--- src/rtl/instr_fetch.sv ---
// Instruction fetch front-end: owns the fetch PC, drives the IRAM word address,
// tracks the one-cycle registered read and buffers {instr, pc} for decode.
module instr_fetch #(
  parameter int DATAWIDTH = 32,
  parameter int ADDRWIDTH = 5,
  parameter int RESET_PC  = 0,
  parameter int DEPTH     = 2
) (
  input  logic                 clk_i,
  input  logic                 rst_ni,
  output logic [ADDRWIDTH-1:0] iram_addr_o,
  input  logic [DATAWIDTH-1:0] iram_data_i,
  input  logic                 redirect_i,
  input  logic [ADDRWIDTH-1:0] redirect_pc_i,
  output logic                 instr_valid_o,
  input  logic                 instr_ready_i,
  output logic [DATAWIDTH-1:0] instr_o,
  output logic [ADDRWIDTH-1:0] instr_pc_o
);

  localparam int PTRW = (DEPTH > 1) ? $clog2(DEPTH) : 1;
  localparam int CNTW = $clog2(DEPTH + 1);
  localparam logic [PTRW-1:0]      LAST_PTR   = PTRW'(DEPTH - 1);
  localparam logic [PTRW-1:0]      PTR_ONE    = PTRW'(1);
  localparam logic [CNTW-1:0]      CNT_ONE    = CNTW'(1);
  localparam logic [CNTW-1:0]      CNT_FULL   = CNTW'(DEPTH);
  localparam logic [CNTW:0]        DEPTH_C    = (CNTW+1)'(DEPTH);
  localparam logic [ADDRWIDTH-1:0] ADDR_ONE   = ADDRWIDTH'(1);
  localparam logic [ADDRWIDTH-1:0] RESET_ADDR = ADDRWIDTH'(RESET_PC);

  if (DEPTH < 2) begin : g_depth_check
    $error("instr_fetch: DEPTH must be >= 2");
  end

  logic [ADDRWIDTH-1:0] fetch_pc_q, fetch_pc_d;
  logic                 inflight_q, inflight_d;
  logic [ADDRWIDTH-1:0] inflight_pc_q, inflight_pc_d;
  logic [PTRW-1:0]      wr_ptr_q, wr_ptr_d;
  logic [PTRW-1:0]      rd_ptr_q, rd_ptr_d;
  logic [CNTW-1:0]      count_q, count_d;
  logic [DATAWIDTH-1:0] data_q [DEPTH];
  logic [DATAWIDTH-1:0] data_d [DEPTH];
  logic [ADDRWIDTH-1:0] pc_q   [DEPTH];
  logic [ADDRWIDTH-1:0] pc_d   [DEPTH];
  logic                 pop;
  logic                 push;
  logic                 issue;
  logic [CNTW:0]        occupancy;

  assign iram_addr_o   = redirect_i ? redirect_pc_i : fetch_pc_q;
  assign instr_valid_o = (count_q != '0);
  assign instr_o       = data_q[rd_ptr_q];
  assign instr_pc_o    = pc_q[rd_ptr_q];

  assign pop  = instr_valid_o & instr_ready_i;
  assign push = inflight_q & ~redirect_i;

  // Slots already committed after this edge; a new read is only started if its word has a home.
  assign occupancy = {1'b0, count_q} + {{CNTW{1'b0}}, inflight_q} - {{CNTW{1'b0}}, pop};
  assign issue     = redirect_i | (occupancy < DEPTH_C);

  always_comb begin
    fetch_pc_d    = fetch_pc_q;
    inflight_d    = issue;
    inflight_pc_d = inflight_pc_q;
    wr_ptr_d      = wr_ptr_q;
    rd_ptr_d      = rd_ptr_q;
    count_d       = count_q;
    data_d        = data_q;
    pc_d          = pc_q;

    if (issue) begin
      inflight_pc_d = iram_addr_o;
      fetch_pc_d    = iram_addr_o + ADDR_ONE;
    end

    if (redirect_i) begin
      wr_ptr_d = '0;
      rd_ptr_d = '0;
      count_d  = '0;
    end else begin
      if (push) begin
        data_d[wr_ptr_q] = iram_data_i;
        pc_d[wr_ptr_q]   = inflight_pc_q;
        wr_ptr_d         = (wr_ptr_q == LAST_PTR) ? '0 : wr_ptr_q + PTR_ONE;
      end
      if (pop) begin
        rd_ptr_d = (rd_ptr_q == LAST_PTR) ? '0 : rd_ptr_q + PTR_ONE;
      end
      case ({push, pop})
        2'b10:   count_d = count_q + CNT_ONE;
        2'b01:   count_d = count_q - CNT_ONE;
        default: count_d = count_q;
      endcase
    end
  end

  always_ff @(posedge clk_i or negedge rst_ni) begin
    if (!rst_ni) begin
      fetch_pc_q    <= RESET_ADDR;
      inflight_q    <= 1'b0;
      inflight_pc_q <= '0;
      wr_ptr_q      <= '0;
      rd_ptr_q      <= '0;
      count_q       <= '0;
      for (int i = 0; i < DEPTH; i++) begin
        data_q[i] <= '0;
        pc_q[i]   <= '0;
      end
    end else begin
      fetch_pc_q    <= fetch_pc_d;
      inflight_q    <= inflight_d;
      inflight_pc_q <= inflight_pc_d;
      wr_ptr_q      <= wr_ptr_d;
      rd_ptr_q      <= rd_ptr_d;
      count_q       <= count_d;
      data_q        <= data_d;
      pc_q          <= pc_d;
    end
  end

  a_no_overflow: assert property (@(posedge clk_i) disable iff (!rst_ni)
    !(push && !pop && (count_q == CNT_FULL)))
    else $error("instr_fetch: push into full FIFO");

endmodule

--- config.mk ---
export PLATFORM = sky130hd
export DESIGN_NAME = instr_fetch
export DESIGN_NICKNAME = d
export VERILOG_FILES = /design/src/rtl/instr_fetch.sv
export SDC_FILE = /design/constraint.sdc
export NUM_CORES = 1
export LEC_CHECK = 0
export CORE_UTILIZATION = 55
export CTS_CLUSTER_SIZE = 25
export DETAILED_ROUTE_END_ITERATION = 8
export PLACE_DENSITY = 0.82
export REMOVE_ABC_BUFFERS = 1
export SYNTH_ARGS = -nofsm -noshare
export SYNTH_HDL_FRONTEND = slang
export SYNTH_SLANG_ARGS = --single-unit
--- constraint.sdc ---
create_clock -name clk_i -period 5.7 [get_ports clk_i]
set_input_delay 1.14 -clock clk_i [delete_from_list [all_inputs] [get_ports clk_i]]
set_output_delay 1.14 -clock clk_i [all_outputs]
set_load 0.02 [all_outputs]
==> results of run 1 <==
stage by stage:
stage | instances | hold WS (ps) | area [um2] | setup WS, ps | utilization (%)
final | 444 | 489 | 5070 | 1680 | 72.7
after global routing | 444 | 502 | 5070 | 1620 | 72.7
after CTS | 444 | 493 | 5070 | 1670 | 72.7
after detailed placement | 428 | 474 | 4900 | 1660 | 70.2
after global placement | 428 | 464 | 4900 | 1690 | 70.2
after floorplan | 247 | 454 | 3930 | 2500 | -
critical path, stage by stage:
cell and delay (ps):
clkdlybuf4s50_1 740, mux2_2 450, clkdlybuf4s50_1 550
worst paths after layout:
path | from | to | slack, ps | cells past startpoint
max | redirect_i | iram_addr_o[2] | 1680 | 3
min | data_q[37] | data_q[37] | 490 | 1
max reg2reg | count_q[1] | inflight_pc_q[4] | 3330 | 6
min reg2reg | data_q[37] | data_q[37] | 490 | 1
max in group asynchronous | rst_ni | rd_ptr_q | 3980 | 2
min in group asynchronous | rst_ni | data_q[11] | 860 | 1
Yosys cell counts (all sizes together), types with 2 or more instances:
master / count / area [um2]
o31ai: 2 / 25.0
o211ai: 3 / 22.5
dfrtp: 89 / 2230
a31oi: 2 / 12.5
inv: 3 / 11.3
buf: 14 / 138
o21ai: 4 / 20.0
nor2: 2 / 7.51
mux2: 123 / 1410
and4: 2 / 17.5
xor2: 3 / 33.8
layout make-up:
class | instances | area, um2 | area share [%]
flip-flops and latches | 89 | 2230 | 43.9
repair buffers | 85 | 843 | 16.6
well taps | 96 | 120 | 2.37
clock buffers | 9 | 124 | 2.44
multi-input cells | 155 | 1700 | 33.5
clock inverters | 7 | 46.3 | 0.913
inverters | 3 | 11.3 | 0.222
placed cells by master, fill, tap and decap left out, types with 4 or more instances in the layout:
master,count
clkbuf_8,9
clkdlybuf4s50_1,82
dfrtp_1,88
o21ai_0,4
mux2_4,6
mux2_1,11
mux2_2,106
kinds of logic after synthesis:
group                    Yosys count
flip-flops                        89
AND/OR/NAND/NOR                   12
AO/OA/AOI/OAI                     14
multiplexers                     123
buffers and inverters             17
adder cells (fa/ha/maj)            2
XOR/XNOR                           4
power groups by stage:
stage | clock network, uW | registers (uW) | logic (uW)
floorplan | 0 | 1060 | 811
global placement | 0 | 1110 | 1230
detailed placement | 0 | 1130 | 1250
CTS | 387 | 1120 | 1260
global route | 413 | 1150 | 1330
finish | 376 | 1110 | 1240
state kept, by name, indices dropped and copies added (netlist names):
name and cells:
wr_ptr_q 1, pc_q 10, inflight_q 1, data_q 64, fetch_pc_q 5, inflight_pc_q 5
count_q 2, rd_ptr_q 1
metal layers:
layer  up-vias  GRT usage [%]  wire length (um)
li1       1111              -                 -
met1      1155           26.8              3280
met2        59           33.9              3490
met3         5           5.56               463
met4         0           5.72                65
met5         -              0                 0
==> metrics.yaml, run 1 <==
die_area_um2: 7750
drive_above_1_share_pct: 40.8
firstDrtPassIters: 3
p_sw_share_pct: 33.3
clk_pin_slew_ps: 80
synth_top_family_by_area: "multiplexers"
max_clock_freq_mhz: 249
grt_pass1_wl_mm: 11.9
worstPathArrival_ps: 2880
synth_cell_types: 32
grt_max_degree: 64
criticalPathCategory: "input pin to output pin"
dp_hpwl_mm: 4.88
power_leakage_uw: 0.00209
yosysSeqAreaShare_pct: 54.7
seq_power_share_pct: 40.7
grt_pass1_vias: 2481
power.density_nw_per_um2: 538
clockRootBuffer: "clkbuf_8"
grt_usage_pct: 20.5
period_share_pct: 70.6
synthFlopType: "dfrtp_1"
rsz0062_at_grt: "false"
die_x_um: 88.0
overflow: 0
post-cts-setup-buffer-count: 0
area.growth.synth_to_final_pct: 24.7
synth-adder-area-share_pct: 0.800
drv_cap: 0
vias: 2330
postCtsHoldBufs: 0
pwr-share-clk_pct: 13.8
relSlewSlack_pct: 37.4
start_util_pct: 58.3
cp-end-kind: "output pin"
syn_area_per_cell_um2: 15.6
clock_path_buffers: 2
outcome: "completed"
io_pins: 84
core_area_um2: 6980
yosys.area_share.simple_pct: 2.49
hold_viol_final: 0
worst_pin_slew_ps: 939
drtIter0Drc: 67
ant_nets: 0
syn_area_um2: 4070
diodes: 0
clock_skew_ps: 14.6
synthMuxAreaShare_pct: 34.6
synthArstFlopShare_pct: 100
p_comb_share_pct: 45.5
cts_tree: "yes"
clk_latency_ps: 360
nFillCells: 501
p_int_uw: 1820
wl_per_cell_um: 16.4
wl_mm: 7.30
gp_congestion: 0.772
yosys.area_share.xor_xnor_pct: 1.05
nets: 386
p_switching_uw: 909
cts_sinks: 89
synth-compound-area-share_pct: 2.68
numPortBuffers: 83
post-route-min-period_ps: 4020
finalMaxSlewViolations: 0
ys_warn_count: 0
via_per_inst: 5.25
cts_resized: 0
antenna_found_initial: 0
p_total_uw: 2730
die_h_um: 88.0
synth-edff-count: 0
ir_worst_vdd_uv: 309
setup_viol: 0
cts_max_level: 3
worstPathRequired_ps: 4560
ys_seq_elements: 89
min_path_type: "flop to flop"
netlist_instances: 261
row_count: 30
cts_buffers: 9
drt_drc_violations_left: 0
finalSetupTns_ps: 0
cp_max_fo: 10
startpoint_type: "input pin"
(Power assumes the default switching activity.)
==> inputs of run 2 (changes only) <==
--- a/config.mk
+++ b/config.mk
@@ -5,10 +5,10 @@
 export SDC_FILE = /design/constraint.sdc
 export NUM_CORES = 1
 export LEC_CHECK = 0
-export CORE_UTILIZATION = 55
+export CORE_UTILIZATION = 51
 export CTS_CLUSTER_SIZE = 25
 export DETAILED_ROUTE_END_ITERATION = 8
-export PLACE_DENSITY = 0.82
+export PLACE_DENSITY = 0.77
 export REMOVE_ABC_BUFFERS = 1
 export SYNTH_ARGS = -nofsm -noshare
 export SYNTH_HDL_FRONTEND = slang
==> constraint.sdc (replaced) <==
create_clock -name clk_i -period 4.1 [get_ports clk_i]
set_input_delay 0.82 -clock clk_i [delete_from_list [all_inputs] [get_ports clk_i]]
set_output_delay 0.82 -clock clk_i [all_outputs]
set_load 0.02 [all_outputs]
==> run 2 against run 1 <==
Net effect: critical path depth unchanged; global-route usage decreased by 1.7 points; clock power increased by 45%; sequential cell count unchanged; die area increased by 7.7%; setup slack got worse by 950 ps; non-clock buffer count increased by 1; count of clock-buffer cells in the layout increased by 2; final cell count increased by 1.6%; cell area increased by 0.52%; critical path type unchanged; largest cell class unchanged.
==> metrics.yaml, run 2 (same netlist as run 1, synthesis figures left out) <==
outcome: "completed"
firstDrtPassIters: 4
clk_latency_ps: 340
io_pins: 84
cts_buffers: 9
diodes: 0
criticalPathCategory: "input pin to output pin"
drtIter0Drc: 31
ant_nets: 0
rr_startpoint: "count_q[1]"
hold_depth: 1
worstPathArrival_ps: 2550
min_path_type: "flop to flop"
p_total_uw: 3820
worstPathRequired_ps: 3280
power.density_nw_per_um2: 749
rsz0062_at_grt: "false"
grt_pass1_vias: 2513
die_h_um: 91.3
relSlewSlack_pct: 37.3
pwr-share-clk_pct: 14.3
p_comb_share_pct: 45.3
wl_per_cell_um: 16.1
core_area_um2: 7730
power_leakage_uw: 0.00209
startpoint_type: "input pin"
grt_use_met1_pct: 25.9
hp-start: "data_q[39]"
grt_pass1_wl_mm: 12.3
top_register: "data_q"
clock_skew_ps: 9.79
cp-end-kind: "output pin"
post-route-min-period_ps: 3370
grt_usage_pct: 18.8
setup_viol: 0
drt_drc_violations_left: 0
finalSetupTns_ps: 0
cts_resized: 0
wl_mm: 7.27
cp_max_fo: 10
cts_tree: "yes"
p_sw_share_pct: 33.1
antenna_found_initial: 0
post-cts-setup-buffer-count: 0
postCtsHoldBufs: 0
drv_cap: 0
timing.rr.end: "inflight_pc_q[4]"
finalMaxSlewViolations: 0
die_area_um2: 8340
clk_pin_slew_ps: 90
vias: 2367
worst_pin_slew_ps: 941
ir_worst_vdd_uv: 398
busiest_layer: "met2"
layout_commonest_cell: "mux2_2"
min_to: "data_q[39]"
largest_reg_flops: 64
via_per_inst: 5.25
max_clock_freq_mhz: 297
area.growth.synth_to_final_pct: 25.3
clockRootBuffer: "clkbuf_8"
grt_use_met2_pct: 29.8
hold_viol_final: 0
seq_power_share_pct: 40.4
start_util_pct: 52.7
row_count: 32
gp_congestion: 0.763
cts_max_level: 3
die_x_um: 91.3
p_switching_uw: 1260
drive_above_1_share_pct: 40.7
cts_sinks: 89
clock_path_buffers: 2
reg.largest.list: "data_q x64, pc_q x10"
grt_use_met3_pct: 4.02
period_share_pct: 82.2
p_int_uw: 2550
overflow: 0
rr_worst_depth: 6
mostFrequentLayoutCells: "mux2_2 (106), dfrtp_1 (88), clkdlybuf4s50_1 (82)"
rrSetupSlack_ps: 1680
numPortBuffers: 83
grt_max_degree: 64
dp_hpwl_mm: 4.83
nets: 387
[run 2: cell types whose count changed in the layout (fill, tap and decap cells not counted), sizes merged]
| cell | previous run | this run |
|---|---|---|
| clkbuf | 9 | 11 |
| clkinv | 3 | 1 |
| buf | 3 | 4 |
[run 2: power by group through the flow]
| stage | Combinational (uW) | Clock (uW) | Sequential [uW] |
|---|---|---|---|
| after floorplan | 1130 | 0 | 1470 |
| after global placement | 1720 | 0 | 1540 |
| after detailed placement | 1750 | 0 | 1560 |
| after CTS | 1750 | 564 | 1550 |
| after global routing | 1850 | 596 | 1600 |
| final | 1730 | 546 | 1540 |
[run 2: cell type report]
cell class | count | area [um2]
multi-input combinational | 155 | 1700
timing repair buffer | 86 | 851
clock buffer | 11 | 141
inverter | 3 | 11.3
clock inverter | 5 | 40.0
sequential | 89 | 2230
tap | 102 | 128
fill | 557 | 2630
[run 2: worst max-delay path by stage]
stage          depth (start not counted)  slack (ps)              to       start
4_1_cts                                3         720  iram_addr_o[2]  redirect_i
2_1_floorplan                          2        1220      data_q[32]  redirect_i
6_report                               3         730  iram_addr_o[2]  redirect_i
3_5_place_dp                           3         720  iram_addr_o[2]  redirect_i
5_1_grt                                3         670  iram_addr_o[2]  redirect_i
3_3_place_gp                           3         720  iram_addr_o[0]  redirect_i
[run 2: metrics by stage]
| step | utilization [%] | cells | worst slack [ps] | area (um2) | hold WS (ps) |
|---|---|---|---|---|---|
| finish | 66.0 | 451 | 730 | 5100 | 489 |
| global route | 66.0 | 451 | 673 | 5100 | 511 |
| CTS | 66.0 | 451 | 716 | 5100 | 496 |
| detailed placement | 63.6 | 435 | 720 | 4920 | 475 |
| global placement | 63.6 | 435 | 718 | 4920 | 466 |
| floorplan | - | 247 | 1220 | 3930 | 454 |
[run 2: worst max-delay path, cell delays in order]
cell             delay (ps)
clkdlybuf4s50_1         730
mux2_2                  450
clkdlybuf4s50_1         550
[run 2: routing by layer]
| layer | wire [um] | vias to the layer above |
|---|---|---|
| li1 | - | 1112 |
| met1 | 3410 | 1185 |
| met2 | 3420 | 62 |
| met3 | 384 | 8 |
| met4 | 63 | 0 |
| met5 | 0 | - |
